### src/rtl/ctrl_pipe_pkg.sv
// ctrl_pipe_pkg -- shared definitions for the control-signal pipeline.
// Stage index names and the control-word bit layout live here, so the
// main decoder and the pipeline agree on where each field sits.
package ctrl_pipe_pkg;

  // Stage indices after Decode
  localparam int STG_E = 0;
  localparam int STG_M = 1;
  localparam int STG_W = 2;

  // Control-word bit fields
  localparam int CTRL_MC         = 0;  // multi-cycle op (div/mult)
  localparam int CTRL_MEMTOREG   = 1;
  localparam int CTRL_MEMWRITE   = 2;
  localparam int CTRL_REGWRITE   = 3;
  localparam int CTRL_WRITE_HILO = 4;
  localparam int CTRL_ALUOP_LSB  = 5;
  localparam int CTRL_ALUOP_W    = 4;

  // Width of the multi-cycle hold counter. A 1-cycle op never holds, but
  // the counter still needs at least one bit to exist.
  function automatic int cnt_width(input int cycles);
    return (cycles > 1) ? $clog2(cycles) : 1;
  endfunction

endpackage

### src/rtl/ctrl_stage.sv
// ctrl_stage -- one pipeline register for a control word plus its valid bit.
// Update priority: flush > hold > bubble > load. An invalid stage always
// carries an all-zero control word.
//   clk, rst   clock, asynchronous active-low reset
//   flush      clear this stage
//   hold       keep the current contents
//   bubble     load an empty slot (valid=0, ctrl=0)
//   in_valid   valid bit of the upstream stage
//   in_ctrl    control word of the upstream stage
//   q_valid    registered valid
//   q_ctrl     registered control word
module ctrl_stage #(
  parameter int W = 32
) (
  input  logic         clk,
  input  logic         rst,
  input  logic         flush,
  input  logic         hold,
  input  logic         bubble,
  input  logic         in_valid,
  input  logic [W-1:0] in_ctrl,
  output logic         q_valid,
  output logic [W-1:0] q_ctrl
);

  // NOTE: state registers use non-blocking assignments and are cleared by the
  // asynchronous reset; a blocking assignment here would let a downstream
  // stage see this stage's new value within the same edge.
  always_ff @(posedge clk or negedge rst) begin
    if (!rst) begin
      q_valid <= 1'b0;
      q_ctrl  <= '0;
    end else if (flush) begin
      q_valid <= 1'b0;
      q_ctrl  <= '0;
    end else if (hold) begin
      q_valid <= q_valid;
      q_ctrl  <= q_ctrl;
    end else if (bubble) begin
      q_valid <= 1'b0;
      q_ctrl  <= '0;
    end else begin
      q_valid <= in_valid;
      q_ctrl  <= in_valid ? in_ctrl : '0;
    end
  end

endmodule

### src/rtl/ctrl_pipe.sv
// ctrl_pipe -- carries the decoded control word from Decode through STAGES
// downstream stages (index 0 = Execute). Stalls propagate backward, a bubble
// is placed in front of the oldest stalled stage, and a hold counter keeps a
// multi-cycle op in Execute for MC_CYCLES cycles.
//   clk, rst    clock, asynchronous active-low reset
//   d_valid     Decode holds a valid instruction
//   d_ctrl      control word from the main decoder
//   stall_in    external stall request per stage
//   flush_in    flush request per stage
//   q_ctrl      control word per stage, stage k at [k*W +: W]
//   q_valid     valid per stage
//   stall_eff   effective stall per stage (propagated + multi-cycle hold)
//   d_stall     Decode must hold (= stall_eff[0])
//   mc_busy     multi-cycle hold in progress
module ctrl_pipe
  import ctrl_pipe_pkg::*;
#(
  parameter int W         = 32,
  parameter int STAGES    = 3,
  parameter int MC_BIT    = CTRL_MC,
  parameter int MC_CYCLES = 36
) (
  input  logic                clk,
  input  logic                rst,
  input  logic                d_valid,
  input  logic [W-1:0]        d_ctrl,
  input  logic [STAGES-1:0]   stall_in,
  input  logic [STAGES-1:0]   flush_in,
  output logic [STAGES*W-1:0] q_ctrl,
  output logic [STAGES-1:0]   q_valid,
  output logic [STAGES-1:0]   stall_eff,
  output logic                d_stall,
  output logic                mc_busy
);

  localparam int            CW       = cnt_width(MC_CYCLES);
  localparam logic [CW-1:0] CNT_LOAD = CW'(MC_CYCLES - 1);

  logic [CW-1:0]     cnt;
  logic [STAGES-1:0] ext_stall;
  logic              mc_load;

  // A stall anywhere downstream stalls every older stage. Walk from the
  // last stage toward Execute accumulating the requests.
  // NOTE: every always_comb output gets a default before the loop, so no
  // path through the block leaves a bit unassigned and no latch is inferred.
  always_comb begin
    logic acc;
    acc       = 1'b0;
    ext_stall = '0;
    for (int k = STAGES - 1; k >= 0; k--) begin
      acc          = acc | stall_in[k];
      ext_stall[k] = acc;
    end
  end

  assign mc_busy   = (cnt != '0);
  assign stall_eff = ext_stall | STAGES'(mc_busy);
  assign d_stall   = stall_eff[0];

  // Only a fresh load into Execute arms the counter; a held word never
  // re-arms it, and the counter cannot be loaded while it is still running
  // because mc_busy itself stalls Execute.
  assign mc_load = d_valid & d_ctrl[MC_BIT] & ~stall_eff[0] & (MC_CYCLES > 1);

  // Counts down regardless of external stalls; a stage-0 flush aborts it.
  always_ff @(posedge clk or negedge rst) begin
    if (!rst) begin
      cnt <= '0;
    end else if (flush_in[0]) begin
      cnt <= '0;
    end else if (mc_load) begin
      cnt <= CNT_LOAD;
    end else if (mc_busy) begin
      cnt <= cnt - CW'(1);
    end
  end

  for (genvar k = 0; k < STAGES; k++) begin : g_stage
    logic         in_valid;
    logic [W-1:0] in_ctrl;
    logic         bubble;

    // The bubble condition is "my source is stalled". For Execute the source
    // is Decode, whose hold equals stall_eff[0], which also holds Execute, so
    // the bubble path is only reachable for the later stages.
    if (k == 0) begin : g_head
      assign in_valid = d_valid;
      assign in_ctrl  = d_ctrl;
      assign bubble   = stall_eff[0];
    end else begin : g_body
      assign in_valid = q_valid[k-1];
      assign in_ctrl  = q_ctrl[(k-1)*W +: W];
      assign bubble   = stall_eff[k-1];
    end

    ctrl_stage #(.W(W)) u_stage (
      .clk      (clk),
      .rst      (rst),
      .flush    (flush_in[k]),
      .hold     (stall_eff[k]),
      .bubble   (bubble),
      .in_valid (in_valid),
      .in_ctrl  (in_ctrl),
      .q_valid  (q_valid[k]),
      .q_ctrl   (q_ctrl[k*W +: W])
    );
  end

endmodule

### config.mk
export PLATFORM = sky130hd
export DESIGN_NAME = ctrl_pipe
export DESIGN_NICKNAME = d
export VERILOG_FILES = /design/src/rtl/ctrl_pipe_pkg.sv /design/src/rtl/ctrl_stage.sv /design/src/rtl/ctrl_pipe.sv
export SDC_FILE = /design/constraint.sdc
export NUM_CORES = 1
export LEC_CHECK = 0
export CAP_MARGIN = 15
export CORE_ASPECT_RATIO = 1.4
export CORE_UTILIZATION = 45
export DETAILED_ROUTE_END_ITERATION = 12
export DONT_BUFFER_PORTS = 1
export PLACE_DENSITY_LB_ADDON = 0.3
export SLEW_MARGIN = 20
export SYNTH_ARGS = -nofsm -noshare
export SYNTH_HDL_FRONTEND = slang
export SYNTH_HIERARCHICAL = 1
export SYNTH_SLANG_ARGS = --single-unit
### constraint.sdc
create_clock -name clk -period 2.6 [get_ports clk]
set_input_delay 0.26 -clock clk [delete_from_list [all_inputs] [get_ports clk]]
set_output_delay 0.26 -clock clk [all_outputs]
set_load 0.005 [all_outputs]
==> impl_results.md <==
- Max Fanout on Critical Path: 29
- Synth Area in Compound Gates: 11.6%
- Fmax achieved: 414 MHz
- GRT Overall Usage: 20.6%
- Worst-path cell chain: or3_1 -> or2_1 -> nand2b_4 -> buf_4
- Worst slew pin tran: 0.672 ns
- Die area: 0.0118 mm2
- Vias per cell: 5.93
- Post-synth ARST share: 100%
- Die width: 92.2 um
- Initial antenna violation count: 0
- RePlAce Congestion: 0.771
- CP Class: flip-flop to output port
- CTS HTree Levels: 3
- Worst Path Required: 2.34 ns
- Final hold vios: 105
- Share of layout cells above drive strength 1: 6.96%
- 1st-pass router iterations: 4
- Synth top cells by count: dfrtp_1, nand2_1, a21oi_1
- Setup Skew: 0.00573 ns
- Syn Nets: 533
- CORE AREA: 0.0110 mm2
- Layer with the highest usage: met2
- Multiplexer share of the synthesized area: 0%
- DRC Markers: 0
- Die Y: 128 um
- Post-Synth Adder-Cell Area: 0.489%
- Largest net degree at the start of global routing: 106
- Pwr Total: 0.00368 W
- First-pass GRT wire length: 19.0 mm
- Number of antenna diodes: 0
- WP buf/inv: 1
- Crit end category: output port
- Worst slack, placed: 0.261 ns
- Crit path max-delay cell type: or3_1
- Share of the synthesized area in the top cell type: 51.3%
- # nets final: 498
- GR Util met2: 30.8%
- First-iteration detailed-routing DRC count: 272
- Routed Antenna Nets: 0
- Synthesized instance count: 490
- CTS max path bufs: 2
- Final worst path period share: 93.0%
- RSZ-0062 raised after global routing: no
- Worst path max stage delay: 0.46 ns
- Count of cell types in the netlist: 29
- Clock root buffer: clkbuf_16
- Avg Inst Size Synth: 10.5 um2
- Clk slew on worst S/H paths: 0.07 ns
- Met1 GRT Util: 28.5%
- Ys Warns: 6
- Post-Route WL: 11.8 mm
- Hold slack final: -0.396 ns
- Leading area contributor after synthesis: dfrtp_1
- Fin Setup TNS: 0 ns
- FILL cells: 1,037
- Max-slew violations: 0
- Global route overflow: 0
- Fraction of the mapped netlist area in simple logic gates: 30.5%
- Max-cap violation count: 0
- Xor/xnor share of the synthesized area: 0%
- Port Buffer Count: 0
- TritonCTS clock tree: yes
- HPWL after DPL: 7.87 mm
- Status: finished, violations left
- Post-synthesis sequential area ratio: 51.3%
- CTS Buf Count: 9
- Most common cell in the netlist: dfrtp_1
- Post-synthesis cell area: 0.00512 mm2
- Leakage power total: 2.13 nW
- Area grow syn2layout: 6.25%
- Setup bufs post-CTS: 0
- IO Pins: 145
- Pwr Density: 677 mW/mm2
- Worst skew pair latency: 0.34 ns
- Worst Hold Class: primary input to async pin
- Vias in the first global route: 3,358
- Initial Util: 46.6%
- Synth Register Bits: 105
- Largest delay share family, worst path: simple AND/OR/NAND/NOR gates
- Cts hold-fix bufs: 3
- Final setup margin: 0.182 ns
- Critical Path AT: 2.16 ns
- Met3 Track Usage GR: 6.29%
- Rel. slew slack: 55.2%
- Row cnt: 45
- VDD IR max: 501 uV
- Ys flop type: dfrtp_1
- Failing checks: hold timing
- # setup viols final: 0
- Main combinational cell family by area after synthesis: simple AND/OR/NAND/NOR gates
- Clk sinks: 105
- Min Tclk post-route: 2.42 ns
- Synth area leaders: dfrtp_1, nand4bb_1, a21oi_1
- Critical Path Start Type: flip-flop
- Vias: 3,564
- DR WL/cell: 19.7 um
- Number of synthesized flops with an enable pin: 0
## power breakdown
| part | internal (W) | leakage [nW] | total (W) | switching, W |
|---|---|---|---|---|
| logic | 0.000213 | 0.506 | 0.000449 | 0.000236 |
| registers | 0.00168 | 1.46 | 0.00173 | 0.0000570 |
| clock network | 0.000899 | 0.163 | 0.00150 | 0.000601 |
## flip-flops by register name, summed over array words and instances, names as in the netlist
signal                   count
cnt                          6
g_stage.u_stage/q_valid      3
g_stage.u_stage/q_ctrl      96
## placed cells by master (no fill, tap or decap), types with 2 or more instances in the layout
master and count:
inv_1 3, bufinv_16 2, nand4bb_1 96, a211oi_1 2, a21oi_2 3, o31ai_1 3
buf_4 8, or3b_1 3, nand2_1 100, ha_1 2, clkbuf_8 2, clkbuf_16 9
buf_12 2, o21ai_0 2, a21oi_1 99, dfrtp_1 105
## per-layer routing
layer / up-vias / wire length, um
li1: 1693 / -
met1: 1749 / 5300
met2: 107 / 5560
met3: 15 / 796
met4: 0 / 170
met5: - / 0
## layout make-up
| class | count | area (um2) | share of cell area [%] |
|---|---|---|---|
| Sequential cell | 105 | 2630 | 48.3 |
| Tap cell | 141 | 176 | 3.24 |
| Clock inverter | 4 | 73.8 | 1.36 |
| Multi-Input combinational cell | 325 | 2190 | 40.3 |
| Inverter | 3 | 11.3 | 0.207 |
| Timing Repair Buffer | 11 | 105 | 1.93 |
| Clock buffer | 12 | 256 | 4.71 |
## cells by family after synthesis
group	after synthesis
fa+ha+maj	2
simple gates	211
flops	105
compound gates	112
buf+inv	60
## final timing paths
check	from	endpoint	slack, ns	depth (start not counted)
max	cnt[2]	stall_eff[0]	0.18	4
min	rst	g_stage[0].u_stage/q_ctrl[31]	-0.40	0
max reg2reg	cnt[2]	g_stage[0].u_stage/q_ctrl[21]	0.24	6
min reg2reg	g_stage[2].u_stage/q_ctrl[18]	g_stage[2].u_stage/q_ctrl[18]	0.56	2
max in group asynchronous	rst	g_stage[0].u_stage/q_ctrl[4]	2.79	0
min in group clk	stall_in[2]	g_stage[2].u_stage/q_ctrl[14]	0.05	2
## repair_timing
action / in CTS / in global routing
endpoints found under the hold margin: 210 / 105
resized for setup: 0 / 1
setup endpoints to repair: 0 / 22
## through the flow
step	utilization (%)	std cells	hold slack [ns]	cell area (um2)
6_report	49.6	601	-0.396	5440
5_1_grt	49.6	601	-0.415	5440
4_1_cts	49.6	601	-0.408	5440
3_5_place_dp	46.1	582	-0.0318	5060
3_3_place_gp	46.1	582	-0.0319	5060
2_1_floorplan	-	490	-0.0356	5120
No activity file was read; power rests on OpenSTA's default activity.
